==> src/rtl/unified_mem_arb_if.sv <==
// Request/response and SRAM-side signal bundle for the unified memory arbiter.
// slave = arbiter view, master = core/host/SRAM environment view.
interface unified_mem_arb_if #(
    parameter int AW = 15
);
    logic          i_req;
    logic [15:0]   i_addr;
    logic [15:0]   i_rdata;
    logic          i_rvalid;

    logic          d_oe;
    logic          d_we0;
    logic          d_we1;
    logic [15:0]   d_addr;
    logic [15:0]   d_wdata;
    logic [15:0]   d_rdata;
    logic          d_rvalid;

    logic          h_req;
    logic          h_we;
    logic [15:0]   h_addr;
    logic [15:0]   h_wdata;
    logic          h_gnt;
    logic [15:0]   h_rdata;
    logic          h_rvalid;
    logic          h_lock;
    logic          h_locked;

    logic          core_stall;

    logic          m_en;
    logic [1:0]    m_we;
    logic [AW-1:0] m_addr;
    logic [15:0]   m_wdata;
    logic [15:0]   m_rdata;

    modport slave (
        input  i_req, i_addr,
        output i_rdata, i_rvalid,
        input  d_oe, d_we0, d_we1, d_addr, d_wdata,
        output d_rdata, d_rvalid,
        input  h_req, h_we, h_addr, h_wdata, h_lock,
        output h_gnt, h_rdata, h_rvalid, h_locked,
        output core_stall,
        output m_en, m_we, m_addr, m_wdata,
        input  m_rdata
    );

    modport master (
        output i_req, i_addr,
        input  i_rdata, i_rvalid,
        output d_oe, d_we0, d_we1, d_addr, d_wdata,
        input  d_rdata, d_rvalid,
        output h_req, h_we, h_addr, h_wdata, h_lock,
        input  h_gnt, h_rdata, h_rvalid, h_locked,
        input  core_stall,
        input  m_en, m_we, m_addr, m_wdata,
        output m_rdata
    );
endinterface

==> src/rtl/unified_mem_arb.sv <==
// Single-port SRAM arbiter for fetch/data/host; one grant per cycle, read data 1 cycle after grant.
// No backpressure on the SRAM side; losing core requests raise core_stall, host lock stalls the core.
module unified_mem_arb #(
    parameter int AW     = 15,
    parameter int STARVE = 4
) (
    input  logic              clk,
    input  logic              rst,
    unified_mem_arb_if.slave  bus
);
    localparam int SW = $clog2(STARVE + 1);
    localparam logic [SW-1:0] STARVE_MAX = SW'(STARVE);

    localparam logic [1:0] ST_RUN   = 2'd0;
    localparam logic [1:0] ST_DRAIN = 2'd1;
    localparam logic [1:0] ST_LOCK  = 2'd2;

    localparam logic [1:0] TAG_NONE = 2'd0;
    localparam logic [1:0] TAG_I    = 2'd1;
    localparam logic [1:0] TAG_D    = 2'd2;
    localparam logic [1:0] TAG_H    = 2'd3;

    logic [1:0]    state_q, state_d;
    logic [1:0]    tag_q, tag_d;
    logic [SW-1:0] starve_q, starve_d;

    logic          dreq, d_wr;
    logic          in_run, in_lock;
    logic          host_prio;
    logic          gnt_i, gnt_d, gnt_h;

    logic [15:0]   win_addr;
    logic [15:0]   win_wdata;
    logic [1:0]    win_we;

    always_comb begin
        dreq      = bus.d_oe | bus.d_we0 | bus.d_we1;
        d_wr      = bus.d_we0 | bus.d_we1;
        in_run    = ~rst & (state_q == ST_RUN);
        in_lock   = ~rst & (state_q == ST_LOCK);
        host_prio = bus.h_req & (starve_q == STARVE_MAX);

        gnt_h = (in_run & bus.h_req & (host_prio | ~dreq)) | (in_lock & bus.h_req);
        gnt_d = in_run & dreq & ~host_prio;
        gnt_i = in_run & bus.i_req & ~dreq & ~bus.h_req;
    end

    // Winner drives the SRAM; a combined oe+we data request counts as a write.
    always_comb begin
        win_addr  = bus.i_addr;
        win_wdata = 16'h0000;
        win_we    = 2'b00;
        if (gnt_d) begin
            win_addr  = bus.d_addr;
            win_wdata = bus.d_wdata;
            win_we    = {bus.d_we1, bus.d_we0};
        end else if (gnt_h) begin
            win_addr  = bus.h_addr;
            win_wdata = bus.h_wdata;
            win_we    = bus.h_we ? 2'b11 : 2'b00;
        end
    end

    assign bus.m_en    = gnt_i | gnt_d | gnt_h;
    assign bus.m_we    = win_we;
    assign bus.m_addr  = win_addr[AW:1];
    assign bus.m_wdata = win_wdata;
    assign bus.h_gnt   = gnt_h;

    logic unused_addr_lsbs;
    assign unused_addr_lsbs = ^{bus.i_addr[0], bus.d_addr[0], bus.h_addr[0]};

    // A fetch that loses to a granted data access is refetched, so it is not a stall.
    assign bus.core_stall = ~rst & ((state_q != ST_RUN)
                                    | (dreq & ~gnt_d)
                                    | (bus.i_req & ~gnt_i & ~dreq));

    always_comb begin
        state_d = state_q;
        case (state_q)
            ST_RUN:   state_d = bus.h_lock ? ST_DRAIN : ST_RUN;
            ST_DRAIN: state_d = bus.h_lock ? ST_LOCK  : ST_RUN;
            ST_LOCK:  state_d = bus.h_lock ? ST_LOCK  : ST_RUN;
            default:  state_d = ST_RUN;
        endcase
    end

    always_comb begin
        starve_d = starve_q;
        if (!bus.h_req || gnt_h) begin
            starve_d = '0;
        end else if (starve_q != STARVE_MAX) begin
            starve_d = starve_q + SW'(1);
        end
        if (state_d == ST_LOCK) begin
            starve_d = '0;
        end
    end

    always_comb begin
        tag_d = TAG_NONE;
        if (gnt_d && !d_wr) begin
            tag_d = TAG_D;
        end else if (gnt_h && !bus.h_we) begin
            tag_d = TAG_H;
        end else if (gnt_i) begin
            tag_d = TAG_I;
        end
    end

    always_ff @(posedge clk) begin
        if (rst) begin
            state_q  <= ST_RUN;
            tag_q    <= TAG_NONE;
            starve_q <= '0;
        end else begin
            state_q  <= state_d;
            tag_q    <= tag_d;
            starve_q <= starve_d;
        end
    end

    // Returns are masked during reset so a pending read is dropped immediately.
    assign bus.i_rvalid = ~rst & (tag_q == TAG_I);
    assign bus.d_rvalid = ~rst & (tag_q == TAG_D);
    assign bus.h_rvalid = ~rst & (tag_q == TAG_H);
    assign bus.i_rdata  = bus.i_rvalid ? bus.m_rdata : 16'h0000;
    assign bus.d_rdata  = bus.d_rvalid ? bus.m_rdata : 16'h0000;
    assign bus.h_rdata  = bus.h_rvalid ? bus.m_rdata : 16'h0000;
    assign bus.h_locked = ~rst & (state_q == ST_LOCK);
endmodule
==> src/flat_wrapper.sv <==
// flat-port wrapper written by rule: the top's interface ports become plain ports
module unified_mem_arb_flat 
#(
    parameter int AW     = 15,
    parameter int STARVE = 4
)
  (clk, rst, bus_i_req, bus_i_addr, bus_i_rdata, bus_i_rvalid, bus_d_oe, bus_d_we0, bus_d_we1, bus_d_addr, bus_d_wdata, bus_d_rdata, bus_d_rvalid, bus_h_req, bus_h_we, bus_h_addr, bus_h_wdata, bus_h_lock, bus_h_gnt, bus_h_rdata, bus_h_rvalid, bus_h_locked, bus_core_stall, bus_m_en, bus_m_we, bus_m_addr, bus_m_wdata, bus_m_rdata);
  unified_mem_arb_if #(.AW(AW)) bus_i ();
  input  logic clk;
  input  logic rst;
  input wire logic [$bits(bus_i.i_req)-1:0] bus_i_req;
  input wire logic [$bits(bus_i.i_addr)-1:0] bus_i_addr;
  output wire logic [$bits(bus_i.i_rdata)-1:0] bus_i_rdata;
  output wire logic [$bits(bus_i.i_rvalid)-1:0] bus_i_rvalid;
  input wire logic [$bits(bus_i.d_oe)-1:0] bus_d_oe;
  input wire logic [$bits(bus_i.d_we0)-1:0] bus_d_we0;
  input wire logic [$bits(bus_i.d_we1)-1:0] bus_d_we1;
  input wire logic [$bits(bus_i.d_addr)-1:0] bus_d_addr;
  input wire logic [$bits(bus_i.d_wdata)-1:0] bus_d_wdata;
  output wire logic [$bits(bus_i.d_rdata)-1:0] bus_d_rdata;
  output wire logic [$bits(bus_i.d_rvalid)-1:0] bus_d_rvalid;
  input wire logic [$bits(bus_i.h_req)-1:0] bus_h_req;
  input wire logic [$bits(bus_i.h_we)-1:0] bus_h_we;
  input wire logic [$bits(bus_i.h_addr)-1:0] bus_h_addr;
  input wire logic [$bits(bus_i.h_wdata)-1:0] bus_h_wdata;
  input wire logic [$bits(bus_i.h_lock)-1:0] bus_h_lock;
  output wire logic [$bits(bus_i.h_gnt)-1:0] bus_h_gnt;
  output wire logic [$bits(bus_i.h_rdata)-1:0] bus_h_rdata;
  output wire logic [$bits(bus_i.h_rvalid)-1:0] bus_h_rvalid;
  output wire logic [$bits(bus_i.h_locked)-1:0] bus_h_locked;
  output wire logic [$bits(bus_i.core_stall)-1:0] bus_core_stall;
  output wire logic [$bits(bus_i.m_en)-1:0] bus_m_en;
  output wire logic [$bits(bus_i.m_we)-1:0] bus_m_we;
  output wire logic [$bits(bus_i.m_addr)-1:0] bus_m_addr;
  output wire logic [$bits(bus_i.m_wdata)-1:0] bus_m_wdata;
  input wire logic [$bits(bus_i.m_rdata)-1:0] bus_m_rdata;
  assign bus_i.i_req = bus_i_req;
  assign bus_i.i_addr = bus_i_addr;
  assign bus_i_rdata = bus_i.i_rdata;
  assign bus_i_rvalid = bus_i.i_rvalid;
  assign bus_i.d_oe = bus_d_oe;
  assign bus_i.d_we0 = bus_d_we0;
  assign bus_i.d_we1 = bus_d_we1;
  assign bus_i.d_addr = bus_d_addr;
  assign bus_i.d_wdata = bus_d_wdata;
  assign bus_d_rdata = bus_i.d_rdata;
  assign bus_d_rvalid = bus_i.d_rvalid;
  assign bus_i.h_req = bus_h_req;
  assign bus_i.h_we = bus_h_we;
  assign bus_i.h_addr = bus_h_addr;
  assign bus_i.h_wdata = bus_h_wdata;
  assign bus_i.h_lock = bus_h_lock;
  assign bus_h_gnt = bus_i.h_gnt;
  assign bus_h_rdata = bus_i.h_rdata;
  assign bus_h_rvalid = bus_i.h_rvalid;
  assign bus_h_locked = bus_i.h_locked;
  assign bus_core_stall = bus_i.core_stall;
  assign bus_m_en = bus_i.m_en;
  assign bus_m_we = bus_i.m_we;
  assign bus_m_addr = bus_i.m_addr;
  assign bus_m_wdata = bus_i.m_wdata;
  assign bus_i.m_rdata = bus_m_rdata;
  unified_mem_arb #(.AW(AW), .STARVE(STARVE)) u_core (.clk(clk), .rst(rst), .bus(bus_i));
endmodule
==> config.mk <==
export PLATFORM = sky130hd
export DESIGN_NAME = unified_mem_arb_flat
export DESIGN_NICKNAME = d
export VERILOG_FILES = /design/src/rtl/unified_mem_arb_if.sv /design/src/rtl/unified_mem_arb.sv /design/src/flat_wrapper.sv
export SDC_FILE = /design/constraint.sdc
export NUM_CORES = 1
export LEC_CHECK = 0
export ABC_AREA = 1
export CAP_MARGIN = 20
export CORE_AREA = 4 4 82 84
export DETAILED_ROUTE_END_ITERATION = 8
export DIE_AREA = 0 0 86 88
export PLACE_DENSITY = 0.8
export RECOVER_POWER = 100
export SLEW_MARGIN = 5
export SYNTH_ARGS = -nofsm -noshare
export SYNTH_HDL_FRONTEND = slang
export SYNTH_SLANG_ARGS = --single-unit
==> constraint.sdc <==
create_clock -name clk -period 2.2 [get_ports clk]
set_input_delay 0.44 -clock clk [delete_from_list [all_inputs] [get_ports clk]]
set_output_delay 0.44 -clock clk [all_outputs]
set_load 0.01 [all_outputs]
## Yosys cells after proc, flatten, opt, wreduce, memory -nomap -nowiden

Index checks and enable logic that the tools add are counted.

- Flip-flop bits (word level): 7
- Logic and storage cells: 73

- $add $sub $neg: 1
- Equal/unequal tests: 8
- Multiplexer cells: 16
- Bitwise gates (word level): 33
- Reduce and logical (&&, ||, !) cells: 11

Operators by type and width:

| operator | number |
|---|---|
| two-way mux 16 bit | 7 |
| AND 1 bit | 18 |
| two-way mux 2 bit | 6 |
| OR 1 bit | 9 |
| equality test 2 bit, second input constant | 4 |
| inverter 1 bit | 6 |
| equality test 2 x 1 -> 1 bit, second input constant | 2 |
| case mux 2 bit (2 select lines) | 1 |
| OR reduction 2 bit | 2 |
| adder 3 x 1 -> 3 bit, second input constant | 1 |
| equality test 3 bit, second input constant | 1 |
| logical NOT 1 bit | 3 |
| != test 3 bit, second input constant | 1 |
| OR reduction 3 bit | 1 |
| logical AND 1 bit | 2 |
| logical NOT 2 bit | 1 |
| two-way mux 1 bit | 2 |
| nonzero test 2 bit | 1 |
| logical OR 1 bit | 1 |

## Logic depth before layout (Yosys ltp)

- Depth in word-level cells: 10
- Gate-level depth with buffers: 10

## Least setup slack after synthesis

Ideal clock, no wire load.

- Path kind: in2out
- From: input port rst
- To: output port bus_d_rdata[10]
- Arrival time: 1428 ps
- Required time: 1760 ps
- Path slack: 332 ps
- Stages: 5
- Path through: buf_6 nor3_1 inv_1 buf_6 nor2_1

- Word-level cells in the longest chain between the ends: 3

Ends and longest elaborated chain:

| item | RTL line | text |
|---|---|---|
| from (decl) | flat_wrapper.sv:10 | `input logic rst;` |
| inverter 1 bit | unified_mem_arb.sv:125 | `assign bus.d_rvalid = ~rst & (tag_q == TAG_D);` |
| AND 1 bit | unified_mem_arb.sv:125 |  |
| net bus_d_rvalid | flat_wrapper.sv:21 | `output wire logic [$bits(bus_i.d_rvalid)-1:0] bus_d_rvalid;` |
| two-way mux 16 bit | unified_mem_arb.sv:128 | `assign bus.d_rdata = bus.d_rvalid ? bus.m_rdata : 16'h0000;` |
| to (decl) | flat_wrapper.sv:20 | `output wire logic [$bits(bus_i.d_rdata)-1:0] bus_d_rdata;` |

The timed path passes the listed nets, and every way through them passes these cells.

## Worst setup path in the final report

- From: input port bus_d_we0
- To: output port bus_core_stall

- Word-level cells in the longest chain between the ends: 10
- Elaborated cells between the ends (all ways): 15
- Those cells by class: bitwise (15)

Ends and longest elaborated chain:

| item | RTL line | text |
|---|---|---|
| from (decl) | flat_wrapper.sv:16 | `input wire logic [$bits(bus_i.d_we0)-1:0] bus_d_we0;` |
| OR 1 bit * (2 in series) | unified_mem_arb.sv:37 | `dreq = bus.d_oe \| bus.d_we0 \| bus.d_we1;` |
| inverter 1 bit | unified_mem_arb.sv:45, unified_mem_arb.sv:76 |  |
| AND 1 bit (2 in series) | unified_mem_arb.sv:45 | `gnt_i = in_run & bus.i_req & ~dreq & ~bus.h_req;` |
| inverter 1 bit | unified_mem_arb.sv:76 | `\| (bus.i_req & ~gnt_i & ~dreq));` |
| AND 1 bit (2 in series) | unified_mem_arb.sv:76 |  |
| OR 1 bit * | unified_mem_arb.sv:76 |  |
| AND 1 bit * | unified_mem_arb.sv:74 | `assign bus.core_stall = ~rst & ((state_q != ST_RUN)` |
| to (decl) | flat_wrapper.sv:31 | `output wire logic [$bits(bus_i.core_stall)-1:0] bus_core_stall;` |

Every way passes the cells marked *; elsewhere a longest branch is shown, timed or not.

==> summary.md <==
The flow ran to the end, and the final reports show no timing, DRC or antenna violations. The synthesized design contains 7 register bits. The tools report the number of design-rule violations left by the first detailed-router iteration as 77. The tools report the normalized max-slew margin as 82.2%. The first detailed-routing pass took 5 iterations. In this run the critical register-to-register path is launched from u_core.state_q[1].

Of the total power, combinational logic draws 66.1%. The depth of the worst register-to-register path works out to 12. Setup repair after global routing could not meet its margin everywhere. A synthesized cell averages 4.91 um2.

After clock tree synthesis, the clock-pin slew on the worst setup and hold paths is 0.04 ns. For the worst setup path, the data arrival time is 1.74 ns. Dividing total power by cell area gives a power density of 240 mW/mm2. The tools report the reg-to-reg endpoint as u_core.starve_q[2].

For the worst-skew pair, the clock arrives at the later sink with an insertion delay of 0.23 ns. The share of total power consumed by net switching was 34.9%. The buffer type at the clock tree root was clkbuf_8.

The floorplan step set the die width to 86 um. The mean number of vias per cell is 4.47. The worst hold path terminates at u_core.starve_q[1]. Summing all placed instances gives a cell area of 0.00362 mm2. The top cell types in the final layout, fill and taps aside, are clkdlybuf4s50_1 (107), nand2_1 (86), inv_1 (57), nor2_1 (55), nand3_1 (30). The worst hold path passes through 4 cells.

The mux contribution to synthesized area works out to 0%. The worst path uses 98.9% of the clock period. The run gives 0.00152 mm2 as the cell area after synthesis. Global routing consumed, over all layers together, 21.2% of the routing resources. The clock network power share is 19.4%, and the post-route clock skew is 0.00442 ns.

On the critical path, the stage with the largest delay is an instance of clkdlybuf4s15_2. The tools report the clock sink count as 7. The library cell used most frequently in the layout, excluding fill and tap cells, is clkdlybuf4s50_1.

TritonCTS built the clock tree. Adder and majority cell fraction of the synthesized area: 4.12%. The worst-margin pin slew was 0.264 ns; the die span in y was 88 um. Summed over all failing endpoints, the final setup total negative slack is 0 ns.

The critical path contains buffers and inverters numbering 4 combined. Port buffering added 189 buffers. The worst stage delay on the critical path was 0.24 ns. 193 I/O pins were placed. The number of buffers created by CTS is 3. The synthesized netlist devotes 2.80% of its cell area to compound gates. Flop-to-flop setup slack: 0.58 ns. STA classifies the critical path endpoint as a primary output. In the final routed layout, each cell accounts on average for 14.3 um.

The logs give 460 MHz for the maximum clock frequency and 1 for the H-tree depth. The run gives 0 as the final count of hold timing violations. IR analysis of the VDD net gives a maximum drop of 0.361 mV.

The tools report the remaining antenna violation count after routing as 0. By startpoint and endpoint, the worst setup path is classified as in2out. The signal on the critical path passes through clkdlybuf4s15_1 -> nor2_4 -> nand2_2 -> buf_4 -> buf_4 -> o21ai_1 -> o21ai_1 -> a21oi_2 -> clkdlybuf4s15_2. The logs give 6440 um for the half-perimeter wire length after placement and 0 for the reported max-cap violation count. For this run, the number of Yosys warnings is 0.

The share of layout cells above drive strength 1 works out to 25.7%. Number of cells in the finished layout apart from fillers: 611. Overall power consumption after layout is estimated at 0.000947 W. Entering global routing, the biggest net connects 17 pins. The total overflow left after global routing is 0. The relative contribution of sequential cells to total power was 14.5%. For the number of distinct library cells after synthesis, the log shows 21. Final count of pins violating max slew: 0.

Along the worst path, the maximum fanout reaches 3. The tools report the critical path launch point type as a primary input. The area added between synthesis and finish was 160%. For the number of rows created at floorplan, the log shows 28. Main combinational cell family by area after synthesis: simple AND/OR/NAND/NOR gates. For the worst setup path, the data required time is 1.76 ns. The internal power summed over all cells came out at 0.000617 W. The logs give 0.00592 mm2 for the core footprint and 0.00757 mm2 for the die area. Buffers inserted to repair hold after CTS numbered 0. The number of nets in the synthesized netlist is 419. Including well taps, the total number of placed cells is 582. The synthesized netlist devotes 59.6% of its cell area to simple gates.

The standby leakage power is 2.24 nW, and the clock period minus final worst setup slack is 2.18 ns. For the total non-filler cell area in the finished layout, the log shows 0.00395 mm2. The path type of the worst min-delay path is reg2reg. The post-detailed-routing wire length came out at 8720 um. Number of antenna violations at the first check in global routing: 0. For this design the total switching power over the nets is 0.000330 W.

Setup violations remaining at the end of the flow were counted as 0. In the final design database the tool counted 647 nets. The repair_antennas step left the layout with diodes totalling 0.

Final weighted congestion in routability-driven placement: 0.852. The logs give 2771 for the number of global-route vias before repair and 12900 um for the global-route wire length before repair. The count of unresolved DRC violations after routing is 0.

For the overall via count from detail_route, the log shows 2732. Worst hold path startpoint: u_core.starve_q[1]. The clock tree buffer depth is 2.

The xor and xnor fraction of the mapped netlist area is 0.577%. The kind of cell with the highest combined delay along the critical path is buffers and inverters. The run gives 0.599 ns as the worst slack on hold paths. After technology mapping, the gate count stands at 309.

The tools report the starting utilization of the core area as 25.6%. The share of the Yosys chip area taken by registers is 9.23%.
sequential cells by signal, indices dropped and copies added (netlist names):
signal,count
u_core.starve_q,3
u_core.state_q,2
u_core.tag_q,2
final cells by class:
class | count | area [um2]
clock buffer | 4 | 45.0
inverter | 65 | 249
sequential | 7 | 148
timing repair buffer | 238 | 2200
fill | 568 | 1970
multi-input combinational | 222 | 1210
tap | 75 | 93.8
logic make-up after synthesis:
kind of cell	count (synthesis)
AO/OA/AOI/OAI	8
XOR/XNOR	1
adder cells (fa/ha/maj)	5
buffers and inverters	80
flip-flops	7
AND/OR/NAND/NOR	208
synth_stat cells, drive strengths merged:
master / count / area [um2]
a21oi: 2 / 10.0
inv: 65 / 244
ha: 5 / 62.6
nand3b: 1 / 7.51
buf: 15 / 115
nand3: 49 / 245
nand4: 1 / 6.26
nor2: 59 / 239
dfxtp: 7 / 140
nor3: 3 / 15.0
a21boi: 1 / 7.51
o21ai: 5 / 25.0
nand2: 95 / 392
xor2: 1 / 8.76
through the flow:
stage / setup WS [ns] / utilization (%)
2_1_floorplan: 0.332 / -
3_3_place_gp: -0.571 / 61.1
3_5_place_dp: -0.578 / 61.1
4_1_cts: -0.0521 / 68.3
5_1_grt: -0.0540 / 66.7
6_report: 0.0244 / 66.7
power by group through the flow:
stage          Combinational, W  Clock, W  Sequential, W
5_1_grt                0.000677  0.000195       0.000137
4_1_cts                0.000630  0.000187       0.000138
3_3_place_gp           0.000569         0       0.000138
3_5_place_dp           0.000576         0       0.000138
6_report               0.000626  0.000184       0.000137
2_1_floorplan          0.000206         0       0.000137
what timing repair did:
item                       4_1_cts  5_1_grt
setup buffers                   16        5
pin swaps                       14       18
cloned                           6        0
gates resized for setup        181       81
setup endpoints to repair       88       79
per-layer routing:
layer  part of all wire (%)  vias to the layer above  routed length (um)  track usage (%)
met2                     54                      140                4680             42.5
met5                      0                        -                   0                0
met3                    8.2                       16                 717             3.29
met4                    1.9                        0                 166             7.63
li1                       -                     1368                   -                -
met1                     36                     1208                3160             21.8
tightest hold or removal path, cell delays in order (launching register included):
cell and delay (ns):
dfxtp_2 0.32, inv_2 0.07, o21ai_0 0.09, inv_1 0.05, nor2_1 0.03
how the worst max path moves through the flow:
stage                    from         endpoint  slack [ns]  depth (start not counted)
floorplan                 rst  bus_d_rdata[10]        0.33                          5
global placement    bus_d_we0   bus_core_stall       -0.57                         10
detailed placement  bus_d_we0   bus_core_stall       -0.58                          8
CTS                 bus_d_we0   bus_core_stall       -0.05                          9
global route        bus_d_we0   bus_core_stall       -0.05                          9
finish              bus_d_we0   bus_core_stall        0.02                          9
(Power assumes the default switching activity.)
